File: src/rtl/tl_a_arb_pkg.sv
// tl_a_arb_pkg: shared opcodes, arbiter state type and beat-count helpers for the A-channel arbiter.
package tl_a_arb_pkg;
   localparam logic [2:0] PUT_FULL    = 3'd0;
   localparam logic [2:0] PUT_PARTIAL = 3'd1;
   localparam logic [2:0] ARITHMETIC  = 3'd2;
   localparam logic [2:0] LOGICAL     = 3'd3;
   localparam logic [2:0] GET         = 3'd4;
   localparam logic [2:0] HINT        = 3'd5;

   typedef enum logic [1:0] {IDLE, HOLD, BURST} arb_state_t;

   // Only data-carrying opcodes larger than one beat span several beats.
   function automatic logic is_multibeat(input logic [2:0] opcode, input int size, input int lg_bytes);
      return (opcode <= LOGICAL) && (size > lg_bytes);
   endfunction

   function automatic int beats_m1(input int size, input int lg_bytes);
      return (1 << (size - lg_bytes)) - 1;
   endfunction
endpackage

File: src/rtl/tl_a_channel_arbiter_rr_pick.sv
// rr_pick: combinational round-robin picker, first valid requester at or after ptr (wrapping).
module rr_pick #(
   parameter int N_REQ = 4,
   parameter int IW    = 2
) (
   input  logic [N_REQ-1:0] valid,
   input  logic [IW-1:0]    ptr,
   output logic [N_REQ-1:0] grant,
   output logic [IW-1:0]    idx,
   output logic             any
);
   // Scan from farthest to nearest so the nearest valid requester wins.
   always_comb begin
      idx = '0;
      any = |valid;
      for (int k = N_REQ - 1; k >= 0; k--)
         if (valid[(int'(ptr) + k) % N_REQ]) idx = IW'((int'(ptr) + k) % N_REQ);
      grant = any ? N_REQ'(1) << idx : '0;
   end
endmodule

File: src/rtl/tl_a_channel_arbiter.sv
// tl_a_channel_arbiter: round-robin, burst-locked, stall-holding TileLink A-channel arbiter.
// Define TL_A_ARB_CHECK_EN to enable simulation-only protocol checks.
module tl_a_channel_arbiter
   import tl_a_arb_pkg::*;
#(
   parameter int N_REQ      = 4,
   parameter int DATA_BYTES = 8,
   parameter int ADDR_W     = 14,
   parameter int SOURCE_W   = 8,
   parameter int SIZE_W     = 4
) (
   input  logic                         clock,
   input  logic                         reset,
   input  logic [N_REQ-1:0]             in_valid,
   output logic [N_REQ-1:0]             in_ready,
   input  logic [N_REQ*3-1:0]           in_opcode,
   input  logic [N_REQ*3-1:0]           in_param,
   input  logic [N_REQ*SIZE_W-1:0]      in_size,
   input  logic [N_REQ*SOURCE_W-1:0]    in_source,
   input  logic [N_REQ*ADDR_W-1:0]      in_address,
   input  logic [N_REQ*DATA_BYTES-1:0]  in_mask,
   input  logic [N_REQ*8*DATA_BYTES-1:0] in_data,
   input  logic [N_REQ-1:0]             in_corrupt,
   output logic                         out_valid,
   input  logic                         out_ready,
   output logic [2:0]                   out_opcode,
   output logic [2:0]                   out_param,
   output logic [SIZE_W-1:0]            out_size,
   output logic [SOURCE_W-1:0]          out_source,
   output logic [ADDR_W-1:0]            out_address,
   output logic [DATA_BYTES-1:0]        out_mask,
   output logic [8*DATA_BYTES-1:0]      out_data,
   output logic                         out_corrupt,
   output logic [N_REQ-1:0]             out_grant
);
   localparam int LG    = $clog2(DATA_BYTES);
   localparam int IW    = (N_REQ > 1) ? $clog2(N_REQ) : 1;
   localparam int CNT_W = 2**SIZE_W - 1 - LG;
   localparam int DW    = 8 * DATA_BYTES;

   arb_state_t       state, state_nx;
   logic [IW-1:0]    rr_ptr, rr_ptr_nx, lock_idx, lock_idx_nx, pick_idx, sel_idx;
   logic [CNT_W-1:0] beat_cnt, beat_cnt_nx;
   logic [N_REQ-1:0] pick_oh;
   logic             pick_any, fire, multi;

   rr_pick #(.N_REQ(N_REQ), .IW(IW)) u_pick (
      .valid (in_valid),
      .ptr   (rr_ptr),
      .grant (pick_oh),
      .idx   (pick_idx),
      .any   (pick_any)
   );

   always_ff @(posedge clock) begin
      if (reset) begin
         state    <= IDLE;
         rr_ptr   <= '0;
         lock_idx <= '0;
         beat_cnt <= '0;
      end else begin
         state    <= state_nx;
         rr_ptr   <= rr_ptr_nx;
         lock_idx <= lock_idx_nx;
         beat_cnt <= beat_cnt_nx;
      end
   end

   // HOLD shares IDLE's first-beat handling; only the grant source differs.
   always_comb begin
      state_nx    = state;
      rr_ptr_nx   = rr_ptr;
      lock_idx_nx = lock_idx;
      beat_cnt_nx = beat_cnt;
      if (state == BURST) begin
         if (fire) begin
            beat_cnt_nx = beat_cnt - 1'b1;
            state_nx    = (beat_cnt == CNT_W'(1)) ? IDLE : BURST;
         end
      end else if (fire) begin
         rr_ptr_nx   = (sel_idx == IW'(N_REQ - 1)) ? '0 : sel_idx + 1'b1;
         lock_idx_nx = sel_idx;
         state_nx    = multi ? BURST : IDLE;
         beat_cnt_nx = multi ? CNT_W'(beats_m1(int'(out_size), LG)) : '0;
      end else if (out_valid) begin
         state_nx    = HOLD;
         lock_idx_nx = sel_idx;
      end
   end

   always_comb begin
      sel_idx     = (state == IDLE) ? pick_idx : lock_idx;
      out_valid   = !reset && ((state == IDLE) ? pick_any : in_valid[lock_idx]);
      out_grant   = !out_valid ? '0 : (state == IDLE) ? pick_oh : N_REQ'(1) << lock_idx;
      fire        = out_valid && out_ready;
      in_ready    = out_ready ? out_grant : '0;
      out_opcode  = '0;
      out_param   = '0;
      out_size    = '0;
      out_source  = '0;
      out_address = '0;
      out_mask    = '0;
      out_data    = '0;
      out_corrupt = 1'b0;
      for (int i = 0; i < N_REQ; i++) begin
         if (out_grant[i]) begin
            out_opcode  |= in_opcode[3*i +: 3];
            out_param   |= in_param[3*i +: 3];
            out_size    |= in_size[SIZE_W*i +: SIZE_W];
            out_source  |= in_source[SOURCE_W*i +: SOURCE_W];
            out_address |= in_address[ADDR_W*i +: ADDR_W];
            out_mask    |= in_mask[DATA_BYTES*i +: DATA_BYTES];
            out_data    |= in_data[DW*i +: DW];
            out_corrupt |= in_corrupt[i];
         end
      end
      multi = is_multibeat(out_opcode, int'(out_size), LG);
   end

`ifdef TL_A_ARB_CHECK_EN
`ifndef SYNTHESIS
   localparam int PW = 6 + SIZE_W + SOURCE_W + ADDR_W + DATA_BYTES + DW + 1;
   logic          stall_q;
   logic [IW-1:0] idx_q;
   logic [PW-1:0] pay, pay_q;
   assign pay = {out_opcode, out_param, out_size, out_source, out_address, out_mask, out_data, out_corrupt};
   always_ff @(posedge clock) begin
      stall_q <= !reset && out_valid && !out_ready;
      idx_q   <= sel_idx;
      pay_q   <= pay;
      if (!reset) begin
         assert ($onehot0(out_grant)) else $error("grant not one-hot0 %b, requester %0d", out_grant, sel_idx);
         if (stall_q) begin
            assert (in_valid[idx_q]) else $error("valid dropped before fire, requester %0d", idx_q);
            assert (pay == pay_q) else $error("payload changed while stalled, requester %0d", idx_q);
         end
         if (out_valid && out_opcode == PUT_FULL && !multi && state != BURST)
            assert (|out_mask) else $error("zero mask on single-beat PutFull, requester %0d", sel_idx);
      end
   end
`endif
`else
   // checks disabled
`endif
endmodule
File: config.mk
export PLATFORM = sky130hd
export DESIGN_NAME = tl_a_channel_arbiter
export DESIGN_NICKNAME = d
export VERILOG_FILES = /design/src/rtl/tl_a_arb_pkg.sv /design/src/rtl/tl_a_channel_arbiter_rr_pick.sv /design/src/rtl/tl_a_channel_arbiter.sv
export SDC_FILE = /design/constraint.sdc
export NUM_CORES = 1
export LEC_CHECK = 0
export ABC_CLOCK_PERIOD_IN_PS = 6400
export CELL_PAD_IN_SITES_DETAIL_PLACEMENT = 1
export CELL_PAD_IN_SITES_GLOBAL_PLACEMENT = 2
export CORE_AREA = 3 3 212 214
export CTS_CLUSTER_SIZE = 8
export DETAILED_ROUTE_END_ITERATION = 12
export DIE_AREA = 0 0 215 217
export GPL_TIMING_DRIVEN = 1
export PLACE_DENSITY_LB_ADDON = 0.05
export SLEW_MARGIN = 20
export SYNTH_ARGS = -nofsm -noshare
export SYNTH_HDL_FRONTEND = slang
export SYNTH_SLANG_ARGS = --single-unit
export TNS_END_PERCENT = 10
File: constraint.sdc
create_clock -name clock -period 6.4 [get_ports clock]
set_clock_uncertainty 0.2 [all_clocks]
set_input_delay 1.92 -clock clock [delete_from_list [all_inputs] [get_ports clock]]
set_output_delay 1.92 -clock clock [all_outputs]
set_load 0.02 [all_outputs]
==> metrics.md, run 1 <==
| Metric | Value |
|---|---|
| Max-cap violation count | 0 |
| Setup TNS | 0 ps |
| Largest net degree at the start of global routing | 28 |
| RSZ-0062 raised after global routing | true |
| Endpoints failing setup | 0 |
| Compound-Gate Fraction of Synth Area | 0.536 |
| Slew @ Worst Pin | 515 ps |
| Max Fanout on Critical Path | 18 |
| DR vias/cell | 4.20 |
| Die area | 46700 um^2 |
| Period utilization | 0.993 |
| Layout Nets | 1636 |
| Die W | 215 um |
| Post-synth EDFFs | 0 |
| First-pass GRT wire length | 65400 um |
| Final min period | 6360 ps |
| HP Class | register to register |
| Post-Syn Area | 4070 um^2 |
| Crit end category | output pin |
| Grt total ovfl | 0 |
| CP arrival | 4240 ps |
| # fillers | 5075 |
| Clk sinks | 18 |
| Root buf cell | clkbuf_16 |
| Switching part of the total | 0.472 |
| Die Height | 217 um |
| Clock-pin slew on the worst setup and hold paths | 60 ps |
| CORE AREA | 43100 um^2 |
| Ys async rst share | 0 |
| Mux cell area share after synthesis | 0.0320 |
| Area of the multi-input gates | 3600 um^2 |
| Std cell rows | 76 |
| Initial Util | 0.0945 |
| Peak VDD IR | 0.0000690 V |
| Status | finished, final reports clean |
| Io pins | 541 |
| Achievable frequency | 157 MHz |
| DRC | 0 |
| Initial DRT Pass Iterations | 5 |
| DRT iter0 DRCs | 277 |
| Clk network pwr share | 0.073 |
| Final hold slack | 284 ps |
| Most common cell after layout, fill and taps aside | clkdlybuf4s50_1 |
| Layout Utilization | 0.262 |
| Sequential share of the synthesized area | 0.0885 |
| #FFs+latches synth | 18 |
| Post-Syn Area per Cell | 6.73 um^2 |
| Int Pwr | 1030 uW |
| Leakage | 0.00458 uW |
| Inserted Clock Buffers | 3 |
| Switching power | 915 uW |
| Post-Synthesis Cells | 605 |
| IO buf count | 540 |
| Adder-cell share of the synthesized area | 0.0123 |
| Final Hold Viols | 0 |
| Post-Synth Simple-Gate Area | 0.258 |
| Max-slew headroom | 0.657 |
| HPWL after detailed placement | 42500 um |
| Worst Setup Start Kind | input pin |
| DRT antenna net count | 0 |
| Final slew viol count | 0 |
| Combinational power share | 0.844 |
| Drt total wl | 48000 um |
| Storage element area | 360 um^2 |
| Part of the power in registers | 0.083 |
| GRT Total Usage | 0.193 |
| Routability cong. | 0.918 |
| Pwr dens | 172 nW/um^2 |
| Syn_nets | 1036 |
| Share of layout cells above drive strength 1 | 0.200 |
| Clock Tree Buf Depth | 2 |
| Clock Latency Late Sink | 250 ps |
| Vias in the first global route | 8177 |
| Area leader, netlist | a22oi_1 |
| Synth-to-Final Area Change | 178% |
| Yosys warning count | 0 |
| Routed length per instance | 26.8 um |
| WP data required | 4280 ps |
| Synth top area cells | a22oi_1, nand2_1, dfxtp_1, clkbuf_1, o21ai_0 |
| Post-synthesis xor/xnor area fraction | 0.00645 |
| CTS tree | yes |
| Setup Crit Path Kind | input pin to output pin |
| DR vias | 7524 |
| Commonest non-fill, non-tap cells in the layout | clkdlybuf4s50_1, a22oi_1, nand2_1 |
| Post-synth cell types | 79 |
| Post-synth top area share | 0.371 |
| Dominant synthesized flop cell | dfxtp_1 |
| Largest family of logic cells by synthesized area | compound AO/OA/AOI/OAI gates |
| Total number of H-tree levels | 1 |
| Initial antenna violation count | 12 |
## path summary, 6_finish.rpt
kind,end,startpoint,cells past startpoint,slack (ps)
max,out_data[11],in_valid[0],13,40
min,beat_cnt[7]$_SDFFE_PP0P_,beat_cnt[7]$_SDFFE_PP0P_,1,280
max reg2reg,beat_cnt[10]$_SDFFE_PP0P_,lock_idx[1]$_SDFFE_PP0P_,17,1710
min reg2reg,beat_cnt[7]$_SDFFE_PP0P_,beat_cnt[7]$_SDFFE_PP0P_,1,280
## repair_timing
item	CTS	global route
endpoints found under the setup margin	112	62
hold endpoints to repair	0	0
pin swaps	10	6
gates cloned	2	0
resized for setup	143	31
hold buffers	0	0
setup buffers	8	0
## power groups by stage
stage               clock [uW]  sequential [uW]  combinational (uW)
floorplan                    0              151                 671
global placement             0              164                1690
detailed placement           0              164                1680
CTS                        145              162                1670
global route               150              165                1750
finish                     142              161                1640
## Yosys cell counts, types with 4 or more instances
cell      instances
a22oi_1         201
nand2_1         127
clkbuf_1         51
nor2_1           20
o21ai_0          19
dfxtp_1          18
a21oi_1          15
nor3_1           10
inv_1             9
nand3_1           8
or3_1             7
nand2b_1          6
and3_1            5
nor2b_1           5
or4_1             5
ha_1              4
mux2i_1           4
mux4_2            4
o211ai_1          4
## logic make-up after synthesis
kind of cell / Yosys count
AOI/OAI and AO/OA: 285
buffers and inverters: 67
and+or+nand+nor: 220
xor gates and xnor gates: 3
DFF: 18
muxes: 8
adders and majority gates: 4
## registers in the layout, indices dropped and copies added (netlist names)
name and flops:
beat_cnt 12, rr_ptr 2, lock_idx 2, state 2
## layer usage
metal,vias up,share of wire,track usage
li1,3596,-,-
met1,3635,0.40,0.230
met2,249,0.53,0.367
met3,24,0.063,0.0485
met4,20,0.0025,0.00837
met5,-,0.0026,0
## worst max-delay path, cell delays in order
cell	delay, ps
dlygate4sd2_1	290
and2_4	180
and2_4	150
buf_4	140
nor4b_2	250
buf_4	160
a211oi_4	40
buf_12	170
buf_12	160
buf_4	150
a22oi_1	230
nand2_2	180
buf_4	200
## layout make-up
cell class,count,share of cell area
Timing Repair Buffer,651,0.572
Antenna cell,3,0.000664
Tap cell,585,0.0647
Clock buffer,4,0.00786
Inverter,11,0.00387
Multi-Input combinational cell,520,0.319
Sequential cell,18,0.0319
## per-stage QoR
| stage | std cells | cell area, um^2 | setup slack, ps | total power, uW |
|---|---|---|---|---|
| floorplan | 605 | 4070 | 352 | 822 |
| global placement | 1775 | 11000 | -574 | 1850 |
| detailed placement | 1775 | 11000 | -560 | 1840 |
| CTS | 1789 | 11300 | 34.2 | 1980 |
| global route | 1789 | 11300 | -52.4 | 2070 |
| finish | 1792 | 11300 | 42.4 | 1940 |
No activity file was read; power rests on OpenSTA's default activity.
==> inputs of run 2 (changes only) <==
--- a/config.mk
+++ b/config.mk
@@ -5,15 +5,17 @@
 export SDC_FILE = /design/constraint.sdc
 export NUM_CORES = 1
 export LEC_CHECK = 0
+export ABC_AREA = 1
 export ABC_CLOCK_PERIOD_IN_PS = 6400
 export CELL_PAD_IN_SITES_DETAIL_PLACEMENT = 1
 export CELL_PAD_IN_SITES_GLOBAL_PLACEMENT = 2
-export CORE_AREA = 3 3 212 214
+export CORE_MARGIN = 3
+export CORE_UTILIZATION = 10
 export CTS_CLUSTER_SIZE = 8
 export DETAILED_ROUTE_END_ITERATION = 12
-export DIE_AREA = 0 0 215 217
 export GPL_TIMING_DRIVEN = 1
 export PLACE_DENSITY_LB_ADDON = 0.05
+export SKIP_CTS_REPAIR_TIMING = 1
 export SLEW_MARGIN = 20
 export SYNTH_ARGS = -nofsm -noshare
 export SYNTH_HDL_FRONTEND = slang
==> metrics.md, run 2 <==
| Metric | Value |
|---|---|
| Synth top area cells | nand2_1, nand4_1, dfxtp_1, clkbuf_1, nand2_2 |
| Post-Synth Simple-Gate Area | 0.722 (+0.464) |
| Drt total wl | 48600 um (+1.1%) |
| Biggest register | beat_cnt |
| Worst Hold Depth | 2 (+1) |
| DR vias/cell | 4.00 (-4.7%) |
| Grt total ovfl | 0 (unchanged) |
| Layout Utilization | 0.265 (+0.00221) |
| Worst r2r src | rr_ptr[0]$_SDFFE_PP0P_ |
| Clock Tree Buf Depth | 2 (unchanged) |
| Crit end category | output pin |
| HPWL after detailed placement | 43900 um (+3.5%) |
| Peak VDD IR | 0.000103 V (+49%) |
| Achievable frequency | 160 MHz (+1.7%) |
| Status | finished, final reports clean |
| Die area | 47400 um^2 (+1.7%) |
| Post-synthesis xor/xnor area fraction | 0.0134 (+0.00693) |
| Commonest non-fill, non-tap cells in the layout | nand2_1, clkdlybuf4s50_1, nand4_1 |
| Dominant synthesized flop cell | dfxtp_1 |
| Mux cell area share after synthesis | 0 (-0.0320) |
| Share of layout cells above drive strength 1 | 0.156 (-0.0437) |
| Io pins | 541 (unchanged) |
| Post-synth EDFFs | 0 (unchanged) |
| Routability cong. | 0.905 (-1.4%) |
| Final Hold Viols | 0 (unchanged) |
| IO buf count | 540 (unchanged) |
| Most frequent cell after synthesis | nand2_1 |
| DR vias | 8238 (+9.5%) |
| Clock-pin slew on the worst setup and hold paths | 50 ps (about the same) |
| Worst hold start | state[1]$_SDFFE_PP0P_ |
| Largest net degree at the start of global routing | 28 (unchanged) |
| Die W | 218 um (+1.3%) |
| CORE AREA | 43700 um^2 (+1.5%) |
| Total number of H-tree levels | 1 (unchanged) |
| WP data required | 4280 ps (about the same) |
| Period utilization | 0.976 (-0.0169) |
| HP Class | register to register |
| Slew @ Worst Pin | 638 ps (+123 ps) |
| Clk sinks | 18 (unchanged) |
| Area leader, netlist | nand2_1 |
| Max Fanout on Critical Path | 20 (+2) |
| Endpoints failing setup | 0 (unchanged) |
| Compound-Gate Fraction of Synth Area | 0.0756 (-0.461) |
| Routed length per instance | 23.6 um (-12%) |
| RSZ-0062 raised after global routing | false |
| GRT Total Usage | 0.196 (+0.00221) |
| Die Height | 218 um (+0.38%) |
| Storage element area | 360 um^2 (unchanged) |
| Reg-to-reg endpoint | beat_cnt[8]$_SDFFE_PP0P_ |
| First-pass GRT wire length | 66700 um (+2.0%) |
| Post-synth top area share | 0.381 (+0.0109) |
| Setup TNS | 0 ps (unchanged) |
| Pwr dens | 307 nW/um^2 (+79%) |
| Synth-to-Final Area Change | 158% |
| Worst Setup Start Kind | input pin |
| Placed Cells | 2042 (+15%) |
| Initial DRT Pass Iterations | 4 (-1) |
| DRT antenna net count | 0 (unchanged) |
| Initial antenna violation count | 28 (+16) |
| DRC | 0 (unchanged) |
| R2R depth | 29 (+12) |
| Leakage | 0.00536 uW (+17%) |
| Area of the multi-input gates | 3720 um^2 (+3.2%) |
| DRT iter0 DRCs | 333 (+20%) |
| Sequential share of the synthesized area | 0.0803 (-0.00819) |
| Yosys warning count | 0 (unchanged) |
| Post-Syn Area per Cell | 5.06 um^2 (-25%) |
| Most common cell after layout, fill and taps aside | nand2_1 |
| Max-cap violation count | 0 (unchanged) |
| Root buf cell | clkbuf_16 |
| Initial Util | 0.103 (+0.00806) |
| Largest family of logic cells by synthesized area | simple AND/OR/NAND/NOR gates |
| FF-to-FF setup slack | 2160 ps (+450 ps) |
| Layout Nets | 1896 (+16%) |
| Worst Hold End | state[1]$_SDFFE_PP0P_ |
| Inserted Clock Buffers | 3 (unchanged) |
| Post-Synthesis Cells | 886 (+46%) |
| Largest register FFs | 12 (unchanged) |
| Setup Crit Path Kind | input pin to output pin |
| CTS tree | yes |
| Final min period | 6250 ps (-108 ps) |
| Post-Syn Area | 4490 um^2 (+10%) |
| Max-slew headroom | 0.574 (-0.0824) |
| Syn_nets | 1317 (+27%) |
| Vias in the first global route | 8860 (+8.4%) |
| Clock Latency Late Sink | 250 ps (about the same) |
| Final slew viol count | 0 (unchanged) |
| #FFs+latches synth | 18 (unchanged) |
| Post-synth cell types | 48 (-39%) |
| Synth cell count leaders | nand2_1, nand4_1, clkbuf_1 |
| Adder-cell share of the synthesized area | 0.0112 (-0.00114) |
| Fin cells | 2059 (+15%) |
| Std cell rows | 76 (unchanged) |
| CP arrival | 4130 ps (-110 ps) |
| # fillers | 5429 (+7.0%) |
| Ys async rst share | 0 (unchanged) |
-- run 2: cell count changes in the layout (fill, tap and decap cells not counted), sizes merged, moves of 12 or more --
cell           before  now
nand2             129  489
a22oi             201    2
nand4               1  108
buf               161  137
clkdlybuf4s15      19    0
inv                11   53
nand3               9   45
nor2               21   42
dlygate4sd2        28    0
clkbuf             16    4
dlymetal6s2s        1   56
-- run 2: per-layer routing --
metal  up-vias  track usage  routed length (um)
li1       4081            -                   -
met1      3813        0.213               18300
met2       242        0.361               25500
met3        70       0.0635                3180
met4        32       0.0568                1370
met5         -            0                 216
-- run 2: area by class of cell --
type / count / share of cell area
diodes: 10 / 0.00216
clock buffers: 4 / 0.00767
inverters: 56 / 0.0196
multi-input cells: 760 / 0.321
flip-flops and latches: 18 / 0.0311
well taps: 585 / 0.0632
repair buffers: 626 / 0.555
-- run 2: cells by family after synthesis --
logic type / count (synthesis)
XOR/XNOR: 6
AND/OR/NAND/NOR: 695
adder cells (fa/ha/maj): 4
buffers and inverters: 108
flip-flops: 18
AO/OA/AOI/OAI: 55
-- run 2: how the worst max path moves through the flow --
stage	start	to	slack, ps	cells past startpoint
after floorplan	in_valid[0]	out_address[0]	600	13
after global placement	in_valid[1]	out_data[48]	-500	19
after detailed placement	in_valid[1]	out_data[48]	-490	19
after CTS	in_valid[1]	out_data[48]	-500	19
after global routing	in_valid[1]	out_size[2]	4	17
final	in_valid[1]	out_data[48]	150	19
-- run 2: critical path, stage by stage --
cell	delay (ps)
dlymetal6s2s_1	150
inv_2	80
nand2_2	60
nand2_2	110
inv_1	40
a21oi_1	140
nand2_1	120
nand2_4	100
inv_2	50
nand3_2	80
nand2_4	50
nand2_2	90
inv_4	80
buf_4	180
buf_12	160
nand2_1	70
nand4_1	250
buf_4	250
buf_6	120
-- run 2: report_power, final --
part / leakage (uW) / internal, uW / switching (uW)
Clock: 0.0000442 / 95.2 / 46.9
Combinational: 0.00516 / 1410 / 1820
Sequential: 0.000149 / 146 / 41.1
-- run 2: metrics by stage --
stage | instance area (um^2) | hold WS [ps] | power, uW | setup slack (ps)
2_1_floorplan | 4490 | 275 | 1660 | 595
3_3_place_gp | 11200 | 290 | 3510 | -498
3_5_place_dp | 11200 | 295 | 3500 | -486
4_1_cts | 11300 | 304 | 3660 | -495
5_1_grt | 11600 | 345 | 3830 | 4.31
6_report | 11600 | 298 | 3560 | 151
==> inputs of run 3 (changes only) <==
--- a/config.mk
+++ b/config.mk
@@ -6,7 +6,7 @@
 export NUM_CORES = 1
 export LEC_CHECK = 0
 export ABC_AREA = 1
-export ABC_CLOCK_PERIOD_IN_PS = 6400
+export ABC_CLOCK_PERIOD_IN_PS = 6980
 export CELL_PAD_IN_SITES_DETAIL_PLACEMENT = 1
 export CELL_PAD_IN_SITES_GLOBAL_PLACEMENT = 2
 export CORE_MARGIN = 3
==> constraint.sdc (replaced) <==
create_clock -name clock -period 6.98 [get_ports clock]
set_clock_uncertainty 0.2 [all_clocks]
set_input_delay 2.094 -clock clock [delete_from_list [all_inputs] [get_ports clock]]
set_output_delay 2.094 -clock clock [all_outputs]
set_load 0.005 [all_outputs]
==> metrics.md, run 3 (same netlist as run 2, synthesis figures left out) <==
| Metric | Value |
|---|---|
| Status | finished, violations left |
| Failing checks | negative setup slack |
| Clk network pwr share | 0.042 (+0.002) |
| Die W | 218 um (unchanged) |
| Reg-to-reg endpoint | beat_cnt[8]$_SDFFE_PP0P_ |
| Routed length per instance | 23.5 um (-0.21%) |
| Area post-placement | 11100 um^2 (-1.4%) |
| Drt total wl | 48100 um (-0.93%) |
| Commonest non-fill, non-tap cells in the layout | clkdlybuf4s50_1, nand2_1, nand4_1 |
| Final Hold Viols | 0 (unchanged) |
| CP arrival | 4740 ps (+610 ps) |
| Switching part of the total | 0.484 (-0.0508) |
| GRT Total Usage | 0.191 (-0.00420) |
| CTS tree | yes |
| Layout Nets | 1875 (-1.1%) |
| Initial DRT Pass Iterations | 4 (unchanged) |
| Worst Hold End | state[1]$_SDFFE_PP0P_ |
| Max-slew headroom | 0.326 (-0.249) |
| Final hold slack | 302 ps (+4.83 ps) |
| Part of the power in registers | 0.061 (+0.008) |
| RSZ-0062 raised after global routing | true |
| CORE AREA | 43700 um^2 (unchanged) |
| Clk sinks | 18 (unchanged) |
| Final instance area | 11500 um^2 (-0.53%) |
| DRC | 0 (unchanged) |
| DR vias | 8112 (-1.5%) |
| Biggest register | beat_cnt |
| DR vias/cell | 3.97 (-0.81%) |
| Switching power | 1350 uW (-29%) |
| Worst r2r src | rr_ptr[0]$_SDFFE_PP0P_ |
| Io pins | 541 (unchanged) |
| Die Height | 218 um (unchanged) |
| Peak VDD IR | 0.0000731 V (-29%) |
| Final min period | 7030 ps |
| WP data required | 4690 ps (+410 ps) |
| Int Pwr | 1440 uW (-13%) |
| R2R depth | 26 (-10%) |
| HP Class | register to register |
| Clock-pin slew on the worst setup and hold paths | 50 ps (about the same) |
| Leakage | 0.00535 uW (-0.14%) |
| DRT iter0 DRCs | 311 (-6.6%) |
| Max-cap violation count | 0 (unchanged) |
| Period utilization | 1.01 |
| Storage element area | 360 um^2 (unchanged) |
| Worst Hold Depth | 2 (unchanged) |
| Initial antenna violation count | 38 (+36%) |
| Inserted Clock Buffers | 3 (unchanged) |
| Most common cell after layout, fill and taps aside | clkdlybuf4s50_1 |
| Achievable frequency | 142 MHz |
| Total number of H-tree levels | 1 (unchanged) |
| DRT antenna net count | 0 (unchanged) |
| HPWL after detailed placement | 42900 um (-2.4%) |
| Clock Tree Buf Depth | 2 (unchanged) |
| Final slew viol count | 0 (unchanged) |
| Layout Utilization | 0.263 (-0.00140) |
| Setup TNS | -190 ps (-190 ps) |
| Max Fanout on Critical Path | 13 (-35%) |
| Root buf cell | clkbuf_16 |
| Std cell rows | 76 (unchanged) |
| Largest net degree at the start of global routing | 40 (+43%) |
| Routability cong. | 0.875 (-3.4%) |
| Final setup margin | -53.5 ps (-204 ps) |
| Pwr dens | 242 nW/um^2 (-21%) |
| Vias in the first global route | 8846 (-0.16%) |
| First-pass GRT wire length | 65400 um (-2.0%) |
| Synth-to-Final Area Change | 157% |
| Worst Setup Start Kind | input pin |
| Slew @ Worst Pin | 1010 ps (+370 ps) |
| Share of layout cells above drive strength 1 | 0.107 (-0.0489) |
| # fillers | 5398 (-0.57%) |
| Combinational power share | 0.896 (-0.011) |
| Die area | 47400 um^2 (unchanged) |
| Crit end category | output pin |
| Clock Latency Late Sink | 250 ps (about the same) |
| Area of the multi-input gates | 3720 um^2 (about the same) |
| Endpoints failing setup | 11 (+11) |
| IO buf count | 540 (unchanged) |
| Worst hold start | state[1]$_SDFFE_PP0P_ |
| FF-to-FF setup slack | 2770 ps (+610 ps) |
| Initial Util | 0.103 (unchanged) |
| Setup Crit Path Kind | input pin to output pin |
| Grt total ovfl | 0 (unchanged) |
| Largest register FFs | 12 (unchanged) |
## run 3: changes by cell type in the layout (fill, tap and decap cells not counted), moves of 2 or more
cell	previous run	this run
clkdlybuf4s50_1	433	471
nand2_2	28	26
buf_4	105	40
clkinv_4	0	2
dlymetal6s2s_1	56	69
diode_2	10	17
buf_12	28	19
## run 3: per-layer routing
metal	up-vias	track usage	part of all wire
met5	-	0	0.0048
met4	34	0.0424	0.017
met3	65	0.0676	0.078
met2	246	0.356	0.53
met1	3722	0.209	0.37
li1	4045	-	-
## run 3: power groups by stage
stage                     Sequential [uW]  Clock (uW)  Combinational, uW
after CTS                             171         123               2580
final                                 171         118               2490
after detailed placement              173           0               2560
after global placement                174           0               2580
after floorplan                       157           0               1010
after global routing                  178         127               2720
## run 3: cell type report
cell class / instances / area share
Sequential cell: 18 / 0.0313
Tap cell: 585 / 0.0636
Clock buffer: 3 / 0.00652
Timing Repair Buffer: 605 / 0.552
Inverter: 56 / 0.0202
Antenna cell: 17 / 0.00369
Multi-Input combinational cell: 760 / 0.323
## run 3: how the worst max path moves through the flow
stage          cells past startpoint             end   startpoint
6_report                          16    out_data[59]  in_valid[1]
3_3_place_gp                      17   out_opcode[2]  in_valid[2]
4_1_cts                           16   out_opcode[2]  in_valid[2]
2_1_floorplan                     15  out_address[0]  in_valid[0]
5_1_grt                           16    out_data[59]  in_valid[1]
3_5_place_dp                      16    out_data[15]  in_valid[3]
## run 3: worst max-delay path, cell delays in order
cell and delay, ps:
clkdlybuf4s50_1 510, inv_2 70, nand2_2 70, nand2_2 70, o21ai_1 120, inv_1 80, nand2_1 80, nand2_2 70
nand2_4 100, nand3_4 90, a21oi_4 220, buf_12 200, buf_12 130, nand2_1 120, nand4_1 140, clkdlybuf4s50_1 550
## run 3: per-stage QoR
step | total power [uW] | instances | setup WS (ps)
5_1_grt | 3030 | 2040 | -235
3_5_place_dp | 2740 | 2018 | -173
2_1_floorplan | 1170 | 886 | 937
3_3_place_gp | 2750 | 2018 | -201
6_report | 2780 | 2044 | -53.5
4_1_cts | 2870 | 2021 | -171
